## config.mk

```make
export PLATFORM = sky130hd
export DESIGN_NAME = satatrn_txarb_flat
export DESIGN_NICKNAME = d
export VERILOG_FILES = /design/src/rtl/satatrn_txarb_pkg.sv /design/src/rtl/satatrn_txarb_if.sv /design/src/rtl/satatrn_txarb.sv /design/src/flat_wrapper.sv
export SDC_FILE = /design/constraint.sdc
export NUM_CORES = 1
export LEC_CHECK = 0
export ABC_AREA = 1
export BUFFER_PORTS_ARGS = -buffer_cell sky130_fd_sc_hd__buf_2
export CAP_MARGIN = 30
export CORE_ASPECT_RATIO = 0.6
export CORE_MARGIN = 1
export CORE_UTILIZATION = 48
export DETAILED_ROUTE_END_ITERATION = 16
export PLACE_DENSITY_LB_ADDON = 0.25
export SYNTH_ARGS = -nofsm -noshare
export SYNTH_HDL_FRONTEND = slang
export SYNTH_SLANG_ARGS = --single-unit
export TNS_END_PERCENT = 10
```

## constraint.sdc

```tcl
create_clock -name i_clk -period 4.2 [get_ports i_clk]
set_clock_uncertainty 0.05 [all_clocks]
set_input_delay 0.42 -clock i_clk [delete_from_list [all_inputs] [get_ports i_clk]]
set_output_delay 0.42 -clock i_clk [all_outputs]
set_load 0.05 [all_outputs]
```

## src/rtl/satatrn_txarb_pkg.sv

```systemverilog
// -----------------------------------------------------------------------------
// satatrn_txarb_pkg
// Shared transport-layer definitions: FIS type codes, transmit arbiter state
// encoding and the drain-source tag.
// -----------------------------------------------------------------------------
package satatrn_txarb_pkg;

    localparam logic [7:0] FIS_REG_H2D = 8'h27;
    localparam logic [7:0] FIS_DMA_ACT = 8'h39;
    localparam logic [7:0] FIS_DATA    = 8'h46;

    typedef enum logic [2:0] {
        ST_IDLE  = 3'd0,
        ST_REG   = 3'd1,
        ST_DHDR  = 3'd2,
        ST_DATA  = 3'd3,
        ST_DRAIN = 3'd4
    } state_e;

    // Which input source was mid-packet when a link error hit.
    typedef enum logic {
        SRC_REG  = 1'b0,
        SRC_DATA = 1'b1
    } src_e;

    // First dword of every data FIS: type byte in [31:24], remaining bytes zero.
    function automatic logic [31:0] data_fis_header();
        return {FIS_DATA, 24'h0};
    endfunction

endpackage

```

## src/rtl/satatrn_txarb_if.sv

```systemverilog
// -----------------------------------------------------------------------------
// satatrn_txarb_if
// Handshake bundle of the transport transmit arbiter.
//   reg  stream : i_reg_valid / o_reg_ready / i_reg_data[31:0] / i_reg_last
//   data stream : i_data_valid / o_data_ready / i_data_data[31:0] / i_data_last
//   link stream : o_valid / i_ready / o_data[31:0] / o_last
// Signal prefixes are from the arbiter's point of view. The arbiter uses the
// slave modport; the command/DMA engines plus link layer side uses master.
// -----------------------------------------------------------------------------
interface satatrn_txarb_if;

    logic        i_reg_valid;
    logic        o_reg_ready;
    logic [31:0] i_reg_data;
    logic        i_reg_last;

    logic        i_data_valid;
    logic        o_data_ready;
    logic [31:0] i_data_data;
    logic        i_data_last;

    logic        o_valid;
    logic        i_ready;
    logic [31:0] o_data;
    logic        o_last;

    modport slave (
        input  i_reg_valid, i_reg_data, i_reg_last,
        output o_reg_ready,
        input  i_data_valid, i_data_data, i_data_last,
        output o_data_ready,
        output o_valid, o_data, o_last,
        input  i_ready
    );

    modport master (
        output i_reg_valid, i_reg_data, i_reg_last,
        input  o_reg_ready,
        output i_data_valid, i_data_data, i_data_last,
        input  o_data_ready,
        input  o_valid, o_data, o_last,
        output i_ready
    );

endinterface

```

## src/rtl/satatrn_txarb.sv

```systemverilog
// -----------------------------------------------------------------------------
// satatrn_txarb
// Transport-layer transmit arbiter. Merges register FISs and outgoing data
// payload into one dword stream toward the link layer, inserting the data FIS
// header and splitting payload into FISs of at most 2^LGMAXDW dwords. Each data
// FIS needs its own DMA-activate grant; a link error aborts the current FIS and
// discards the remainder of the in-flight input packet.
//
// Ports:
//   i_clk, i_reset_n : clock, asynchronous active-low reset
//   i_link_err       : link-layer error, aborts the current FIS
//   i_dma_go         : one-cycle DMA-activate pulse, permits one data FIS
//   bus (slave)      : reg / data input streams, link output stream
//   o_busy           : state not idle or an output dword is pending
// -----------------------------------------------------------------------------
module satatrn_txarb
    import satatrn_txarb_pkg::*;
#(
    parameter int LGMAXDW = 11
) (
    input  logic             i_clk,
    input  logic             i_reset_n,
    input  logic             i_link_err,
    input  logic             i_dma_go,
    satatrn_txarb_if.slave   bus,
    output logic             o_busy
);

    localparam logic [LGMAXDW:0] CNT_ONE    = {{LGMAXDW{1'b0}}, 1'b1};
    localparam logic [LGMAXDW:0] CHUNK_LAST = {1'b0, {LGMAXDW{1'b1}}};

    state_e           state_q, state_d;
    logic             pending_q, pending_d;
    logic [LGMAXDW:0] count_q, count_d;
    src_e             drain_src_q, drain_src_d;
    logic             out_valid_q, out_valid_d;
    logic [31:0]      out_data_q, out_data_d;
    logic             out_last_q, out_last_d;

    logic load_en;
    logic reg_ready, data_ready;
    logic reg_acc, data_acc;
    logic data_fis_end;
    logic drain_done;

    // Output register can take a new dword when empty or being drained this cycle.
    assign load_en    = !out_valid_q || bus.i_ready;
    assign reg_ready  = (state_q == ST_DRAIN) || (load_en && (state_q == ST_REG));
    assign data_ready = (state_q == ST_DRAIN) || (load_en && (state_q == ST_DATA));
    assign reg_acc    = bus.i_reg_valid  && reg_ready;
    assign data_acc   = bus.i_data_valid && data_ready;

    // A data FIS ends on the transfer's last dword or when the chunk is full.
    assign data_fis_end = bus.i_data_last || (count_q == CHUNK_LAST);

    assign drain_done = (drain_src_q == SRC_REG) ? (bus.i_reg_valid  && bus.i_reg_last)
                                                 : (bus.i_data_valid && bus.i_data_last);

    // NOTE: every next-state variable gets its hold value first, so no path
    // through the case statements can leave one unassigned and infer a latch.
    always_comb begin
        state_d     = state_q;
        pending_d   = pending_q || i_dma_go;
        count_d     = count_q;
        drain_src_d = drain_src_q;
        out_valid_d = load_en ? 1'b0 : out_valid_q;
        out_last_d  = load_en ? 1'b0 : out_last_q;
        out_data_d  = out_data_q;

        case (state_q)
            ST_IDLE: begin
                if (bus.i_reg_valid) begin
                    state_d = ST_REG;
                end else if (pending_q && bus.i_data_valid) begin
                    state_d = ST_DHDR;
                end
            end
            ST_REG: begin
                if (reg_acc) begin
                    out_valid_d = 1'b1;
                    out_data_d  = bus.i_reg_data;
                    out_last_d  = bus.i_reg_last;
                    if (bus.i_reg_last) begin
                        state_d = ST_IDLE;
                    end
                end
            end
            ST_DHDR: begin
                if (load_en) begin
                    out_valid_d = 1'b1;
                    out_data_d  = data_fis_header();
                    out_last_d  = 1'b0;
                    // The grant is consumed, but a go arriving right now is kept.
                    pending_d   = i_dma_go;
                    count_d     = '0;
                    state_d     = ST_DATA;
                end
            end
            ST_DATA: begin
                if (data_acc) begin
                    out_valid_d = 1'b1;
                    out_data_d  = bus.i_data_data;
                    out_last_d  = data_fis_end;
                    count_d     = count_q + CNT_ONE;
                    if (data_fis_end) begin
                        state_d = ST_IDLE;
                    end
                end
            end
            ST_DRAIN: begin
                if (drain_done) begin
                    state_d = ST_IDLE;
                end
            end
            default: state_d = ST_IDLE;
        endcase

        // Link error overrides everything: drop the output dword and any grant.
        if (i_link_err) begin
            out_valid_d = 1'b0;
            out_last_d  = 1'b0;
            pending_d   = 1'b0;
            case (state_q)
                ST_REG: begin
                    if (reg_acc && bus.i_reg_last) begin
                        state_d = ST_IDLE;
                    end else begin
                        state_d     = ST_DRAIN;
                        drain_src_d = SRC_REG;
                    end
                end
                ST_DATA: begin
                    if (data_acc && bus.i_data_last) begin
                        state_d = ST_IDLE;
                    end else begin
                        state_d     = ST_DRAIN;
                        drain_src_d = SRC_DATA;
                    end
                end
                ST_DRAIN: begin
                    // Keep discarding; state_d already reflects drain completion.
                end
                default: state_d = ST_IDLE;
            endcase
        end
    end

    // NOTE: state is updated with non-blocking assignments so every register
    // samples the values from before the edge, independent of statement order.
    always_ff @(posedge i_clk or negedge i_reset_n) begin
        if (!i_reset_n) begin
            state_q     <= ST_IDLE;
            pending_q   <= 1'b0;
            count_q     <= '0;
            drain_src_q <= SRC_REG;
            out_valid_q <= 1'b0;
            out_data_q  <= '0;
            out_last_q  <= 1'b0;
        end else begin
            state_q     <= state_d;
            pending_q   <= pending_d;
            count_q     <= count_d;
            drain_src_q <= drain_src_d;
            out_valid_q <= out_valid_d;
            out_data_q  <= out_data_d;
            out_last_q  <= out_last_d;
        end
    end

    assign bus.o_reg_ready  = reg_ready;
    assign bus.o_data_ready = data_ready;
    assign bus.o_valid      = out_valid_q;
    assign bus.o_data       = out_data_q;
    assign bus.o_last       = out_last_q;
    assign o_busy           = (state_q != ST_IDLE) || out_valid_q;

endmodule

```

## src/flat_wrapper.sv

```systemverilog
// flat-port wrapper written by rule: the top's interface ports become plain ports
module satatrn_txarb_flat import satatrn_txarb_pkg::*;
#(
    parameter int LGMAXDW = 11
)
  (i_clk, i_reset_n, i_link_err, i_dma_go, o_busy, bus_i_reg_valid, bus_i_reg_data, bus_i_reg_last, bus_o_reg_ready, bus_i_data_valid, bus_i_data_data, bus_i_data_last, bus_o_data_ready, bus_o_valid, bus_o_data, bus_o_last, bus_i_ready);
  satatrn_txarb_if bus_i ();
  input  logic i_clk;
  input  logic i_reset_n;
  input  logic i_link_err;
  input  logic i_dma_go;
  output logic o_busy;
  input wire logic [$bits(bus_i.i_reg_valid)-1:0] bus_i_reg_valid;
  input wire logic [$bits(bus_i.i_reg_data)-1:0] bus_i_reg_data;
  input wire logic [$bits(bus_i.i_reg_last)-1:0] bus_i_reg_last;
  output wire logic [$bits(bus_i.o_reg_ready)-1:0] bus_o_reg_ready;
  input wire logic [$bits(bus_i.i_data_valid)-1:0] bus_i_data_valid;
  input wire logic [$bits(bus_i.i_data_data)-1:0] bus_i_data_data;
  input wire logic [$bits(bus_i.i_data_last)-1:0] bus_i_data_last;
  output wire logic [$bits(bus_i.o_data_ready)-1:0] bus_o_data_ready;
  output wire logic [$bits(bus_i.o_valid)-1:0] bus_o_valid;
  output wire logic [$bits(bus_i.o_data)-1:0] bus_o_data;
  output wire logic [$bits(bus_i.o_last)-1:0] bus_o_last;
  input wire logic [$bits(bus_i.i_ready)-1:0] bus_i_ready;
  assign bus_i.i_reg_valid = bus_i_reg_valid;
  assign bus_i.i_reg_data = bus_i_reg_data;
  assign bus_i.i_reg_last = bus_i_reg_last;
  assign bus_o_reg_ready = bus_i.o_reg_ready;
  assign bus_i.i_data_valid = bus_i_data_valid;
  assign bus_i.i_data_data = bus_i_data_data;
  assign bus_i.i_data_last = bus_i_data_last;
  assign bus_o_data_ready = bus_i.o_data_ready;
  assign bus_o_valid = bus_i.o_valid;
  assign bus_o_data = bus_i.o_data;
  assign bus_o_last = bus_i.o_last;
  assign bus_i.i_ready = bus_i_ready;
  satatrn_txarb #(.LGMAXDW(LGMAXDW)) u_core (.i_clk(i_clk), .i_reset_n(i_reset_n), .i_link_err(i_link_err), .i_dma_go(i_dma_go), .bus(bus_i), .o_busy(o_busy));
endmodule
```

==> results of run 1 <==
## worst paths after layout
check | from | slack, ns | to | cells after the start
min in group i_clk | i_dma_go | 0.28 | u_core.pending_q$_DFF_PN0_ | 3
min reg2reg | u_core.bus.o_data[30]$_DFFE_PN0P_ | 0.42 | u_core.bus.o_data[30]$_DFFE_PN0P_ | 2
max reg2reg | u_core.state_q[0]$_DFF_PN0_ | 1.75 | u_core.bus.o_data[22]$_DFFE_PN0P_ | 8
min | i_reset_n | 0.16 | u_core.drain_src_q$_DFFE_PN0P_ | 2
max | u_core.state_q[0]$_DFF_PN0_ | 1.75 | u_core.bus.o_data[22]$_DFFE_PN0P_ | 8
max in group asynchronous | i_reset_n | 3.50 | u_core.bus.o_data[24]$_DFFE_PN0P_ | 2
## final cells by class
type | instances | area [um^2]
fillers | 514 | 2160
multi-input cells | 277 | 1430
flip-flops and latches | 51 | 1280
repair buffers | 113 | 576
well taps | 80 | 100
inverters | 22 | 82.6
clock buffers | 6 | 72.6
clock inverters | 2 | 12.5
## critical path, cell delays in order, from the launching register on
cell,delay (ns)
dfrtp_1,0.44
nor2_1,0.25
nand2_1,0.19
nand2_2,0.14
nand2_1,0.08
nand2_2,0.47
nand3_4,0.46
nand2_1,0.19
nand2_1,0.07
## power by group
part / internal [mW] / switching (mW) / leakage, nW / total, mW
logic: 0.364 / 1.08 / 1.21 / 1.44
registers: 0.684 / 0.138 / 0.657 / 0.822
clock network: 0.117 / 0.165 / 0.0412 / 0.282
total: 1.17 / 1.38 / 1.91 / 2.55
## logic make-up after synthesis
logic type               count (synthesis)  synth area share
AND/OR/NAND/NOR                        223             0.350
AO/OA/AOI/OAI                           49             0.125
XOR/XNOR                                 4            0.0121
flip-flops                              51             0.439
adder cells (fa/ha/maj)                  1           0.00431
buffers and inverters                   42            0.0698
## cell usage after synthesis
cell type / number
nand4_1: 37
nand2_4: 1
o21ai_1: 4
xor2_1: 4
o21bai_1: 1
a21oi_1: 8
buf_6: 4
inv_2: 1
nand3b_1: 2
dfrtp_1: 51
or2_2: 2
nand3_1: 14
o21ai_0: 4
ha_1: 1
buf_2: 6
a31oi_1: 2
clkbuf_1: 8
nor2_1: 31
buf_4: 2
nand2_2: 5
nor2_4: 3
inv_1: 21
o21ai_2: 1
nand3_4: 1
nand2_1: 127
a22o_1: 29
## per-layer routing
layer  track usage  up-vias  wire (um)
met5             0        -          0
met4        0.0429        0         53
met3        0.0507        8        531
met2         0.362      119       3230
met1         0.369     1383       3660
li1              -     1449          -
## sequential cells by signal, summed over array words and instances (netlist names)
name                count
u_core.bus.o_data      32
u_core.bus.o_last       1
u_core.bus.o_valid      1
u_core.count_q         12
u_core.drain_src_q      1
u_core.pending_q        1
u_core.state_q          3
## metrics by stage
stage	cells	util	setup WS (ns)	area [um^2]
final	551	0.622	1.75	3550
after global routing	551	0.622	1.54	3550
after CTS	551	0.622	1.79	3550
after detailed placement	543	0.607	1.81	3460
after global placement	543	0.607	1.90	3460
after floorplan	370	-	2.30	2910
==> results_dict.tcl, run 1 <==
set metrics [dict create \
    status "complete, no violations" \
    initial_core_util 0.510 \
    antenna_found_initial 1 \
    syn_nets 444 \
    areaGrowthSynthToFinish_pct 22.0 \
    ys_ff_latch 51 \
    cts_resized 0 \
    layout_min_cycle_time_ns 2.45 \
    cts_root_buf "clkbuf_8" \
    maxSlewViolCount 0 \
    die_x_um 102 \
    clk-insertion-delay-late_ns 0.31 \
    dr.pass1.iters 4 \
    synth_area_leader_cell "dfrtp_1" \
    finalSetupViolations 0 \
    synth-seq-area-share 0.439 \
    place_congestion 1.01 \
    synthTopCellsByArea "dfrtp_1 44%, nand2_1 16%, a22o_1 8.7%" \
    cts_setup_buffers 0 \
    clockBufferDepth 2 \
    min_period_over_period 0.583 \
    die-area_mm2 0.00638 \
    synth_cell_types 26 \
    avgViaCountPerCell 5.37 \
    critPathLaunchType "flop" \
    gr-total-overflow 0 \
    fp.dieH_um 62.3 \
    track_usage 0.244 \
    routed_wl_um 7470 \
    final_common_cell "nand2_1" \
    postRouteAntennaNets 0 \
    cts_hold_buffers 0 \
    drt_iter0_markers 176 \
    cts_inserted_buffers 5 \
    nets 544 \
    timing.fmax_mhz 409 \
    final_cell_mix "127 x nand2_1, 109 x buf_2, 51 x dfrtp_1, 37 x nand4_1, 31 x nor2_1" \
    synth_cells 370 \
    wire_per_inst_um 13.6 \
    syn-cell-area_mm2 0.00291 \
    critPathKind "reg2reg" \
    drive_gt1_frac 0.285 \
    ios 110 \
    cp.required_ns 4.35 \
    yosysWarnings 0 \
    cap_viol_max_count 0 \
    grt_pass1_vias 2598 \
    slew_headroom 0.568 \
    min_path_type "in2async" \
    leakagePower_nw 1.91 \
    arrival_ns 2.60 \
    tightest_slew_ns 0.648 \
    ir_drop_uv 392 \
    finalHoldViolations 0 \
    tns_ns 0 \
    cp-end-kind "flop" \
    clk_pin_slew_worst_paths_ns 0.09 \
    cts_max_level 2 \
    cts_sinks 51 \
    synthDominantCellAreaShare 0.439 \
    tritoncts "done" \
    core_mm2 0.00570 \
    cp_max_fo 33 \
    drc 0 \
    detailed_place_hpwl_um 5270 \
    numPortBuffers 109 \
    holdWs_ns 0.159 \
    via_count 2959 \
    fp-row-count 21 \
    grt_max_degree 52 \
    grt_pass1_wl_um 12200 \
    finalPower_mw 2.55 \
    syn_avg_cell_area_um2 7.85 \
    rsz0062_at_grt "no" \
    p_per_area_mw_per_mm2 718 \
    diodes 0 \
]
(Power assumes the default switching activity.)
==> run 2, diff against run 1 <==
==> constraint.sdc (replaced) <==
create_clock -name i_clk -period 2.55 [get_ports i_clk]
set_clock_uncertainty 0.05 [all_clocks]
set_input_delay 0.255 -clock i_clk [delete_from_list [all_inputs] [get_ports i_clk]]
set_output_delay 0.255 -clock i_clk [all_outputs]
set_load 0.05 [all_outputs]
==> run 2 against run 1 <==
  * Setup slack worse by 1.3 ns
  * First-iteration DRC count is 8.5% higher
  * Clock power is 79% higher
  * Sequential share of layout area is 0.46 points lower
  * Sequential power is 63% higher
  * Final cell count is 0.73% higher
  * Register-to-register slack worse by 1.3 ns
  * Sequential cell count stayed put
  * Design area is 1.3% higher
  * Critical path depth stayed put
  * Die area stayed put
  * Critical path type unchanged
  * Critical endpoint is now u_core.bus.o_data[13]$_DFFE_PN0P_
  * Largest cell class unchanged
==> results_dict.tcl, run 2 (synthesized netlist as in run 1, its figures left out) <==
set metrics [dict create \
    finalHoldViolations 0 \
    cts_setup_buffers 0 \
    largest_register_ffs 32 \
    grtUsageMet1 0.375 \
    detailed_place_hpwl_um 5660 \
    finalPower_mw 4.25 \
    critPathLaunchType "flop" \
    gr-total-overflow 0 \
    grt_pass1_wl_um 12600 \
    fp-row-count 21 \
    drc 0 \
    maxSlewViolCount 0 \
    postLayoutCellArea_mm2 0.00359 \
    cts_resized 0 \
    numPortBuffers 109 \
    critPathTopFamily "simple AND/OR/NAND/NOR gates" \
    grt_max_degree 35 \
    cp-end-kind "flop" \
    cts_sinks 51 \
    rsz0062_at_grt "no" \
    antenna_found_initial 0 \
    tns_ns 0 \
    drt_iter0_markers 191 \
    final_cell_mix "127 x nand2_1, 109 x buf_2, 51 x dfrtp_1, 37 x nand4_1, 31 x nor2_1" \
    track_usage 0.251 \
    clockBufferDepth 2 \
    min_period_over_period 0.841 \
    drive_gt1_frac 0.291 \
    cts_root_buf "clkbuf_8" \
    dpl.cell_count 546 \
    postPlaceCellArea_mm2 0.00348 \
    grt_util_met2 0.375 \
    busiest_layer "met2" \
    stdcell_count 555 \
    cts_max_level 2 \
    min_path_type "in2reg" \
    final_common_cell "nand2_1" \
    clk-insertion-delay-late_ns 0.31 \
    path_cells "nor2_1 > nand2_1 > nand2_2 > nand2_2 > nand2_4 > nand3_4 > nand2_1 > nand2_1" \
    tightest_slew_ns 0.520 \
    slew_headroom 0.653 \
    status "complete, no violations" \
    routed_wl_um 7610 \
    die_x_um 102 \
    crit_top_cell "nand2_1" \
    layout_min_cycle_time_ns 2.14 \
    holdWs_ns 0.105 \
    initial_core_util 0.510 \
    worst-path-buf-inv 0 \
    finalSetupViolations 0 \
    nets 548 \
    cp_max_fo 34 \
    leakagePower_nw 1.94 \
    met3_usage 0.0529 \
    place_congestion 0.893 \
    postRouteAntennaNets 0 \
    timing.fmax_mhz 467 \
    fp.dieH_um 62.3 \
    avgViaCountPerCell 5.33 \
    ios 110 \
    critPathSlowestCell "dfrtp_1" \
    critPathKind "reg2reg" \
    cap_viol_max_count 0 \
    dr.pass1.iters 5 \
    p_per_area_mw_per_mm2 1180 \
    via_count 2960 \
    cts_hold_buffers 1 \
    critPathMaxStageDelay_ns 0.43 \
    tritoncts "done" \
    arrival_ns 2.30 \
    cts_inserted_buffers 5 \
    cp.required_ns 2.70 \
    clk_pin_slew_worst_paths_ns 0.10 \
    ir_drop_uv 609 \
    core_mm2 0.00570 \
    die-area_mm2 0.00638 \
    wire_per_inst_um 13.7 \
    grt_pass1_vias 2745 \
    diodes 0 \
    areaGrowthSynthToFinish_pct 23.6 \
]
## run 2: cell types whose count changed in the layout (fill, tap and decap cells not counted)
cell / change
buf_4: +3
clkinv_2: -1
clkbuf_1: -1
clkinv_4: +1
dlygate4sd3_1: +1
clkbuf_8: +1
## run 2: metal layers
metal,up-vias,part of all wire
met5,-,0
met1,1357,0.49
met4,0,0.0095
met2,128,0.43
li1,1465,-
met3,10,0.074
## run 2: metrics by stage
stage	setup WS, ns	util
after floorplan	0.650	-
after global placement	0.517	0.611
after detailed placement	0.448	0.611
after CTS	0.427	0.630
after global routing	0.183	0.630
final	0.406	0.630
## run 2: final timing paths
check	cells past startpoint	to	slack, ns	start
setup / recovery	8	u_core.bus.o_data[13]$_DFFE_PN0P_	0.41	u_core.state_q[1]$_DFF_PN0_
hold / removal	2	u_core.bus.o_valid$_DFF_PN0_	0.10	i_link_err
setup reg to reg	8	u_core.bus.o_data[13]$_DFFE_PN0P_	0.41	u_core.state_q[1]$_DFF_PN0_
hold reg to reg	2	u_core.bus.o_data[30]$_DFFE_PN0P_	0.43	u_core.bus.o_data[30]$_DFFE_PN0P_
max in group asynchronous	3	u_core.bus.o_data[25]$_DFFE_PN0P_	1.30	i_reset_n
min in group asynchronous	2	u_core.bus.o_data[1]$_DFFE_PN0P_	0.38	i_reset_n
## run 2: final cells by class
class	instances	area [um^2]
Clock buffer	6	82.6
Sequential cell	51	1280
Clock inverter	2	16.3
Fill cell	518	2110
Inverter	22	82.6
Tap cell	80	100
Multi-Input combinational cell	277	1430
Timing Repair Buffer	117	608
## run 2: power breakdown
part	switching (mW)	leakage, nW	internal [mW]
Clock	0.282	0.0474	0.222
Sequential	0.218	0.657	1.13
Combinational	1.79	1.23	0.615
Total	2.29	1.94	1.96
==> run 3, diff against run 2 <==
==> constraint.sdc (replaced) <==
create_clock -name i_clk -period 2.15 [get_ports i_clk]
set_clock_uncertainty 0.05 [all_clocks]
set_input_delay 0.215 -clock i_clk [delete_from_list [all_inputs] [get_ports i_clk]]
set_output_delay 0.215 -clock i_clk [all_outputs]
set_load 0.05 [all_outputs]
==> run 3 against run 2 <==
  * Setup slack worse by 0.26 ns
  * Combinational power is 20% higher
  * Sequential cell count stayed put
  * Register-to-register slack worse by 0.26 ns
  * Hold slack worse by 0.037 ns
  * Sequential share of layout area is 0.43 points lower
  * Clock power is 39% higher
  * Sequential power is 19% higher
  * Core utilization is 0.77 points higher
  * Maximum frequency is 7.0% higher
  * Final cell count is 0.18% higher
  * Highest routed layer unchanged
==> results_dict.tcl, run 3 (synthesized netlist as in run 1, its figures left out) <==
set metrics [dict create \
    status "complete, no violations" \
    maxSlewViolCount 0 \
    drc 0 \
    critPathSlowestCell "dfrtp_1" \
    ir_drop_uv 682 \
    path_cells "nor2_2 > nand2_1 > nand2_2 > nand2_2 > nand2_4 > nand3_4 > nand2_1 > nand2_1" \
    cap_viol_max_count 0 \
    slew_headroom 0.589 \
    fp.dieH_um 62.3 \
    fillCellCount 518 \
    finalSetupViolations 0 \
    cp.required_ns 2.31 \
    tns_ns 0 \
    critPathKind "reg2reg" \
    clockBufferDepth 2 \
    grtUsageMet1 0.385 \
    postPlaceCellArea_mm2 0.00350 \
    timing.fmax_mhz 499 \
    drive_gt1_frac 0.294 \
    antenna_found_initial 0 \
    routed_wl_um 7860 \
    detailed_place_hpwl_um 5610 \
    gr-total-overflow 0 \
    place_congestion 0.920 \
    finalHoldViolations 0 \
    cts_root_buf "clkbuf_8" \
    cp_max_fo 32 \
    cts_max_level 2 \
    min_period_over_period 0.931 \
    final_cell_mix "127 x nand2_1, 109 x buf_2, 51 x dfrtp_1, 37 x nand4_1, 30 x nor2_1" \
    initial_core_util 0.510 \
    die-area_mm2 0.00638 \
    worst-path-buf-inv 0 \
    p_per_area_mw_per_mm2 1430 \
    tightest_slew_ns 0.617 \
    cts_setup_buffers 0 \
    arrival_ns 2.16 \
    cts_sinks 51 \
    tritoncts "done" \
    min_path_type "in2reg" \
    areaGrowthSynthToFinish_pct 25.2 \
    grt_util_met2 0.368 \
    avgViaCountPerCell 5.40 \
    grt_max_degree 33 \
    postLayoutCellArea_mm2 0.00364 \
    met3_usage 0.0428 \
    reg2reg_depth 8 \
    grt_pass1_wl_um 12600 \
    clk_pin_slew_worst_paths_ns 0.10 \
    cts_inserted_buffers 5 \
    crit_top_cell "nand2_1" \
    core_mm2 0.00570 \
    wire_per_inst_um 14.1 \
    path_depth 8 \
    drt_iter0_markers 200 \
    min_path_cells 2 \
    ios 110 \
    critPathLaunchType "flop" \
    postRouteAntennaNets 0 \
    die_x_um 102 \
    via_count 3005 \
    largest_register_ffs 32 \
    nets 549 \
    track_usage 0.252 \
    rsz0062_at_grt "no" \
    critPathMaxStageDelay_ns 0.46 \
    numPortBuffers 109 \
    clk-insertion-delay-late_ns 0.31 \
    fp-row-count 21 \
    layout_min_cycle_time_ns 2.00 \
    grt_pass1_vias 2680 \
    busiest_layer "met1" \
    cp-end-kind "flop" \
    critPathTopFamily "simple AND/OR/NAND/NOR gates" \
    dr.pass1.iters 5 \
    diodes 0 \
    leakagePower_nw 1.96 \
    final_common_cell "nand2_1" \
]
## run 3: metal layers
metal	share of wire	wire length, um	vias up
met5	0	0	-
met4	0.012	92	0
met3	0.076	596	12
met2	0.43	3420	140
met1	0.48	3750	1390
li1	-	-	1463
## run 3: final cells by class
| class | count | area (um^2) | area share |
|---|---|---|---|
| clock inverters | 3 | 46.3 | 0.0127 |
| clock buffers | 5 | 68.8 | 0.0189 |
| multi-input cells | 277 | 1430 | 0.394 |
| inverters | 22 | 82.6 | 0.0227 |
| repair buffers | 118 | 628 | 0.173 |
| flip-flops and latches | 51 | 1280 | 0.351 |
| well taps | 80 | 100 | 0.0275 |
## run 3: power by group
part	switching [mW]	leakage (nW)	internal [mW]
sequential	0.269	0.657	1.34
clock	0.351	0.0548	0.351
combinational	2.15	1.24	0.747
total	2.77	1.96	2.43
## run 3: stage by stage
stage / std cells / util / worst slack, ns / hold slack [ns] / total power [mW]
5_1_grt: 556 / 0.638 / 0.0403 / 0.0495 / 5.50
3_3_place_gp: 547 / 0.614 / 0.281 / 0.204 / 4.41
2_1_floorplan: 370 / - / 0.250 / -0.131 / 3.82
4_1_cts: 556 / 0.636 / 0.0560 / 0.0563 / 5.19
6_report: 556 / 0.638 / 0.147 / 0.0677 / 5.20
3_5_place_dp: 547 / 0.614 / 0.0969 / 0.213 / 4.48
## run 3: path summary, 6_finish.rpt
path,from,to,slack [ns]
setup reg to reg,u_core.state_q[0]$_DFF_PN0_,u_core.bus.o_data[28]$_DFFE_PN0P_,0.15
setup / recovery,u_core.state_q[0]$_DFF_PN0_,u_core.bus.o_data[28]$_DFFE_PN0P_,0.15
min in group asynchronous,i_reset_n,u_core.state_q[2]$_DFF_PN0_,0.39
hold / removal,i_link_err,u_core.state_q[1]$_DFF_PN0_,0.07
hold reg to reg,u_core.bus.o_data[30]$_DFFE_PN0P_,u_core.bus.o_data[30]$_DFFE_PN0P_,0.43
max in group asynchronous,i_reset_n,u_core.bus.o_data[18]$_DFFE_PN0P_,1.11
## run 3: what timing repair did
| action | in CTS | in global routing |
|---|---|---|
| hold endpoints to repair | 24 | 0 |
| setup endpoints to repair | 0 | 32 |
| hold buffers | 1 | 0 |
| resized for setup | 0 | 2 |
